<file path="config.mk">
export PLATFORM = sky130hd
export DESIGN_NAME = shift_rows_pipe
export DESIGN_NICKNAME = d
export VERILOG_FILES = /design/src/rtl/shift_rows_pipe.sv
export SDC_FILE = /design/constraint.sdc
export NUM_CORES = 1
export LEC_CHECK = 0
export BUFFER_PORTS_ARGS = -buffer_cell sky130_fd_sc_hd__buf_2
export CAP_MARGIN = 20
export CORE_MARGIN = 5
export CORE_UTILIZATION = 43
export CTS_CLUSTER_DIAMETER = 150
export DETAILED_ROUTE_END_ITERATION = 8
export GPL_ROUTABILITY_DRIVEN = 0
export HOLD_SLACK_MARGIN = 0.02
export PLACE_DENSITY = 0.72
export SLEW_MARGIN = 20
export SYNTH_ARGS = -nofsm -noshare
export SYNTH_HDL_FRONTEND = slang
export SYNTH_SLANG_ARGS = --single-unit
export TNS_END_PERCENT = 20
</file>
<file path="constraint.sdc">
create_clock -name clk -period 4.8 [get_ports clk]
set_input_delay 0.96 -clock clk [delete_from_list [all_inputs] [get_ports clk]]
set_output_delay 0.96 -clock clk [all_outputs]
set_load 0.02 [all_outputs]
</file>
<file path="src/rtl/shift_rows_pipe.sv">
`default_nettype none
// ============================================================================
//  Module   : shift_rows_pipe
//  Purpose  : Registered ShiftRows / InvShiftRows stage for a Rijndael
//             datapath with NB = 4, 6 or 8 state columns. The byte permutation
//             is combinational on the input side. Results land in a 2-entry
//             FIFO: a head entry that drives the outputs, and a skid entry.
//             in_ready depends only on the FIFO occupancy, so there is no
//             combinational path from out_ready back to in_ready.
//  Ports    : clk, rst_n (async, active-low), flush (sync clear)
//             in_valid / in_ready / in_data[32*NB] / in_inv / in_tag[TAG_W]
//             out_valid / out_ready / out_data[32*NB] / out_tag[TAG_W]
//             State byte (r,c) sits at bits [8*(4c+r) +: 8].
//  Options  : SHIFT_ROWS_PIPE_INV_EN - when defined, in_inv selects the
//             inverse transform. When undefined, in_inv is ignored and only
//             the forward permutation is built.
//  Revision : 1.0 - initial release
// ============================================================================
module shift_rows_pipe #(
    parameter int NB    = 4,
    parameter int TAG_W = 4
) (
    input  logic               clk,
    input  logic               rst_n,
    input  logic               flush,
    input  logic               in_valid,
    output logic               in_ready,
    input  logic [32*NB-1:0]   in_data,
    input  logic               in_inv,
    input  logic [TAG_W-1:0]   in_tag,
    output logic               out_valid,
    input  logic               out_ready,
    output logic [32*NB-1:0]   out_data,
    output logic [TAG_W-1:0]   out_tag
);

    localparam int c_DW = 32 * NB;

    // Occupancy-encoded state: the state value is the number of stored blocks.
    localparam logic [1:0] c_EMPTY = 2'd0;
    localparam logic [1:0] c_ONE   = 2'd1;
    localparam logic [1:0] c_FULL  = 2'd2;

    generate
        if (!(NB == 4 || NB == 6 || NB == 8)) begin : g_bad_nb
            $error("shift_rows_pipe: NB must be 4, 6 or 8");
        end
    endgenerate

    // ------------------------------------------------------------------
    // Byte permutation. Row r rotates by s_r columns. For Nb=8 the rows
    // 2 and 3 use offsets 3 and 4 instead of 2 and 3.
    // ------------------------------------------------------------------
    logic [c_DW-1:0] w_fwd;
    logic [c_DW-1:0] w_xf;
`ifdef SHIFT_ROWS_PIPE_INV_EN
    logic [c_DW-1:0] w_inv;
`endif

    for (genvar r = 0; r < 4; r++) begin : g_row
        localparam int c_SH = (NB == 8 && r >= 2) ? r + 1 : r;
        for (genvar c = 0; c < NB; c++) begin : g_col
            localparam int c_SRC = (c + c_SH) % NB;
            // Forward gathers from column c+s; inverse scatters column c
            // to column c+s, which is the same wiring read backwards.
            assign w_fwd[8*(4*c+r) +: 8] = in_data[8*(4*c_SRC+r) +: 8];
`ifdef SHIFT_ROWS_PIPE_INV_EN
            assign w_inv[8*(4*c_SRC+r) +: 8] = in_data[8*(4*c+r) +: 8];
`endif
        end
    end

`ifdef SHIFT_ROWS_PIPE_INV_EN
    assign w_xf = in_inv ? w_inv : w_fwd;
`else
    logic w_unused_inv;
    assign w_unused_inv = in_inv;
    assign w_xf         = w_fwd;
`endif

    // ------------------------------------------------------------------
    // 2-entry FIFO (head + skid)
    // ------------------------------------------------------------------
    logic [1:0]       r_count;
    logic [c_DW-1:0]  r_head_data;
    logic [c_DW-1:0]  r_skid_data;
    logic [TAG_W-1:0] r_head_tag;
    logic [TAG_W-1:0] r_skid_tag;
    logic             w_accept;
    logic             w_pop;

    assign in_ready  = (r_count != c_FULL);
    assign out_valid = (r_count != c_EMPTY);
    assign out_data  = r_head_data;
    assign out_tag   = r_head_tag;
    assign w_accept  = in_valid & in_ready;
    assign w_pop     = out_valid & out_ready;

    always_ff @(posedge clk or negedge rst_n) begin
        if (!rst_n) begin
            r_count     <= c_EMPTY;
            r_head_data <= '0;
            r_head_tag  <= '0;
            r_skid_data <= '0;
            r_skid_tag  <= '0;
        end else if (flush) begin
            // Flush overrides any same-cycle accept or pop; stale data
            // registers are harmless because out_valid goes low.
            r_count <= c_EMPTY;
        end else begin
            case (r_count)
                c_EMPTY: begin
                    if (w_accept) begin
                        r_head_data <= w_xf;
                        r_head_tag  <= in_tag;
                        r_count     <= c_ONE;
                    end
                end
                c_ONE: begin
                    if (w_accept && w_pop) begin
                        // Head leaves, new block takes its place.
                        r_head_data <= w_xf;
                        r_head_tag  <= in_tag;
                    end else if (w_accept) begin
                        r_skid_data <= w_xf;
                        r_skid_tag  <= in_tag;
                        r_count     <= c_FULL;
                    end else if (w_pop) begin
                        r_count <= c_EMPTY;
                    end
                end
                c_FULL: begin
                    // in_ready is low here, so only a pop can happen.
                    if (w_pop) begin
                        r_head_data <= r_skid_data;
                        r_head_tag  <= r_skid_tag;
                        r_count     <= c_ONE;
                    end
                end
                default: r_count <= c_EMPTY;
            endcase
        end
    end

endmodule
`default_nettype wire

</file>
After elaboration in Yosys (flattened, before gate mapping)
Cells that the tools add are included.
- register bits after elaboration: 266
- input port bits: 138
- output and inout bits: 134
- logic and storage cells: 41
- equal/unequal tests: 10
- muxes and demuxes: 15
- bitwise gates (word level): 4
- reduce and logical (&&, ||, !) cells: 7
- operators by type and width (kind ; number):
    $mux 128 ; 3
    $pmux 128 s3 ; 1
    $mux 2 ; 6
    $mux 4 ; 3
    $pmux 4 s3 ; 1
    $ne 3x3->1 const B ; 3
    $ne 2x2->1 const B ; 4
    $reduce_and 4->1 ; 2
    $pmux 2 s3 ; 1
    $reduce_and 5->1 ; 1
    $ne 4x4->1 const B ; 1
    $reduce_bool 3->1 ; 1
    $and 1x1->1 ; 2
    $eq 2x1->1 const B ; 1
    $eq 2x2->1 const B ; 1
    $logic_not 2->1 ; 1
    $not 1->1 ; 2
    $reduce_bool 2->1 ; 1
    $logic_and 1x1->1 ; 1

Longest topological paths before layout
- depth after elaboration: 7
- depth in mapped cells: 6
- mapped depth without buffers: 4

Least setup slack after synthesis
Ideal clock, no wire load.
- path type: input to register
- start point: input in_valid
- end point: register r_skid_data[100]
- library setup time: 0.127 ns
- arrival time: 2.130 ns
- required time: 4.673 ns
- slack: 2.542 ns
- stages on the path: 5
- buffers on the path: 2
- cells stage by stage: nor2b_1 > nor3b_2 > buf_4 > buf_6 > mux2_1
- cells in the longest elaborated chain, start to end: 4
- RTL lines (item ; line ; source):
    start: declaration ; 26 ; input logic in_valid,
    $and 1x1->1 * ; 96 ; assign w_accept = in_valid & in_ready;
    $logic_and 1x1->1 ; 120 ; if (w_accept && w_pop) begin
    $not 1->1 (no line) ; n/a ;
    $reduce_and 4->1 (no line) * ; n/a ;
    end signal: assignment ; 125 ; r_skid_data <= w_xf;
    end: declaration ; 86 ; logic [c_DW-1:0] r_skid_data;
Mark *: on every way between the ends. The rest lies on a longest branch, timed or not.
A chain may end at the register's enable or synchronous reset.

Worst setup path in the final report
- start point: register r_count[0]
- end point: output in_ready
- cells in the longest elaborated chain, start to end: 1
- RTL lines (item ; line ; source):
    start: declaration ; 84 ; logic [1:0] r_count;
    start signal: assignment ; 101 ; r_count <= c_EMPTY;
    start signal: assignment ; 109 ; r_count <= c_EMPTY;
    start signal: assignment ; 116 ; r_count <= c_ONE;
    $ne 2x2->1 ; 92 ; assign in_ready = (r_count != c_FULL);
    end: declaration ; 27 ; output logic in_ready,
Every way passes these cells.

==> results.py <==
metrics = {
    "outcome": {
        "status": "complete, no violations",
    },
    "critical_path": {
        "endpoint_kind": "output pin",
        "worst-setup-path-type": "flop to output pin",
        "rrSetupSlack_ns": 2.37,
        "cp-start-kind": "flop",
        "reg2regPathDepth": 4,
        "cp.required_ns": 3.84,
        "rr_endpoint": "out_data[105]$_DFFE_PN0P_",
        "arrival_ns": 1.82,
        "crit_fanout": 17,
        "reg2reg_from": "r_count[0]$_DFFE_PN0P_",
    },
    "yosys": {
        "synth_top_area_share_pct": 57.60,
        "mappedNetlistArea_um2": 11560,
        "synth_flop_cell": "dfrtp_1",
        "avgSynthCellArea_um2": 16.03,
        "yosysTopAreaCell": "dfrtp_1",
        "synth_most_common_cell": "dfrtp_1",
        "syn_inst": 721,
        "ys_ff_latch": 266,
        "yosysUniqueCellTypes": 19,
        "synth-edff-count": 0,
        "yosys_warnings": 0,
        "ys_seq_area_share_pct": 57.60,
        "ys_top_cells_by_area": "dfrtp_1 (58%), mux2_2 (23%), mux2_1 (15%)",
        "synthTopCellsByCount": "dfrtp_1 (266), mux2_2 (238), mux2_1 (158), buf_2 (17), buf_6 (16)",
        "syn_nets": 859,
        "ys_async_sr_fraction_pct": 100.0,
    },
    "clock_tree": {
        "cts_root_buffer": "clkbuf_16",
        "clk_latency_ns": 0.52,
        "numCtsBuffers": 29,
        "cts_sinks": 266,
        "clockBufferDepth": 3,
        "htreeDepth": 1,
        "cts_resized": 0,
        "cts-hold-fix-buffers": 0,
        "cts_tree": "done",
        "cts.clk_slew.worst_paths_ns": 0.06,
        "post_cts_buffers": 0,
    },
    "power": {
        "seqPwrFrac_pct": 46.4,
        "p_per_area_nw_per_um2": 464.5,
        "comb_power_share_pct": 20.1,
        "swShare_pct": 27.19,
        "clkPwrFrac_pct": 33.5,
        "ir_drop_mv": 0.2617,
        "internal_power_uw": 4764,
        "p_switching_uw": 1779,
        "p_leak_uw": 0.006416,
    },
    "routing": {
        "routedWlPerCell_um": 17.94,
        "routed_wl_um": 24210,
        "drc": 0,
        "ant_nets": 0,
        "num_vias": 6840,
        "drt-pass1-iter-count": 3,
        "drt-initial-drc-count": 198,
        "vias_per_cell": 5.070,
    },
    "sta": {
        "setup_tns_ns": 0,
        "skew_ns": 0.008138,
        "hold_violations": 0,
        "holdWs_ns": 0.4804,
        "setup_viol": 0,
        "tightestPinTransition_ns": 0.9914,
        "slew_viol_final": 0,
        "timing.fmax_mhz": 360.0,
        "max_slew_margin_pct": 33.90,
        "min_period_over_period_pct": 57.86,
        "rsz0062_at_grt": "no",
        "finalCriticalPeriod_ns": 2.777,
    },
    "global_routing": {
        "grt_first_pass_wirelength_um": 40110,
        "grt-ovfl-total": 0,
        "grtUsageTotal_pct": 15.96,
        "grt_pass1_vias": 7483,
        "antenna_found_initial": 3,
        "grt_max_degree": 133,
    },
    "placement": {
        "dp.cells": 1297,
        "portBuffers": 270,
        "hpwl_um": 15790,
    },
    "worst_hold_path": {
        "worstHoldEndpoint": "out_data[17]$_DFFE_PN0P_",
        "min_path_cells": 1,
        "worst_hold_path_type": "flop to flop",
        "worstHoldStart": "out_data[17]$_DFFE_PN0P_",
    },
    "final_layout": {
        "instances_no_fill": 1349,
        "layout.nets": 1125,
        "antennaDiodeCount": 0,
        "drive_gt1_share_pct": 56.25,
        "areaGrowthSynthToFinish_pct": 21.89,
    },
    "die": {
        "initial_core_util_pct": 43.24,
        "die_y_um": 173.9,
        "ios": 272,
        "die_x_um": 173.9,
        "die-area_um2": 30250,
        "rows": 60,
        "core_um2": 26730,
    },
    "job": {
        "maxCapViolCount": 0,
    },
}
stage by stage:
step | cell area (um^2) | util [%] | power (uW) | worst slack [ns]
floorplan | 11560 | - | 3895 | 2.542
global placement | 13120 | 49.10 | 4352 | 1.816
detailed placement | 13120 | 49.10 | 4421 | 1.789
CTS | 14090 | 52.71 | 6650 | 1.957
global route | 14090 | 52.71 | 6904 | 1.886
finish | 14090 | 52.71 | 6543 | 2.023
cell families after synthesis:
kind of cell	Yosys count	synth area share, %
muxes	396	38.59
and+or+nand+nor	10	0.5305
AOI/OAI and AO/OA	5	0.3032
DFF	266	57.60
buffers and inverters	44	2.977
sequential cells by signal, indices dropped and copies added (netlist names):
register / cells
out_data: 128
out_tag: 4
r_count: 2
r_skid_data: 128
r_skid_tag: 4
layer usage:
layer	up-vias	routed length [um]	track usage, %
met1	3477	10260	20.30
met2	180	11380	26.13
met5	-	47	0
li1	3135	-	-
met4	6	498	3.860
met3	42	2022	5.894
how the worst max path moves through the flow:
stage                                 startpoint                      endpoint  slack [ns]  cells past startpoint
after floorplan                         in_valid  r_skid_data[100]$_DFFE_PN0P_        2.54                      5
after global placement                  in_valid       out_data[0]$_DFFE_PN0P_        1.82                      6
after detailed placement                in_valid     out_data[118]$_DFFE_PN0P_        1.79                      6
after CTS                 r_count[0]$_DFFE_PN0P_                      in_ready        1.96                      3
after global routing      r_count[1]$_DFFE_PN0P_                      in_ready        1.89                      3
final                     r_count[0]$_DFFE_PN0P_                      in_ready        2.02                      3
critical path: stages, from the launching register on:
cell and delay [ns]:
dfrtp_1 0.45, nor2b_4 0.58, inv_2 0.07, buf_2 0.18
power groups by stage:
stage	Clock (uW)	Combinational (uW)	Sequential (uW)
after detailed placement	0	1350	3080
after floorplan	0	577	3320
after global placement	0	1310	3040
final	2190	1320	3040
after CTS	2260	1350	3040
after global routing	2360	1440	3110
layout make-up:
cell class,count,area [um^2]
Clock buffer,47,913.4
Clock inverter,5,50.05
Fill cell,2334,12640
Inverter,1,3.754
Multi-Input combinational cell,411,4577
Sequential cell,266,6656
Tap cell,341,426.7
Timing Repair Buffer,278,1459
cells in the final DEF, fill, tap and decap left out, types with 2 or more instances in the layout:
master | Yosys | routed
clkinv_2 | 0 | 4
buf_2 | 17 | 269
mux2_2 | 238 | 238
mux2_1 | 158 | 158
nand2_1 | 2 | 2
buf_4 | 10 | 5
buf_12 | 0 | 3
clkbuf_1 | 0 | 6
dfrtp_1 | 266 | 266
a21oi_1 | 2 | 2
clkbuf_16 | 0 | 29
clkbuf_8 | 0 | 12
Power figures use the tool's default switching activity.
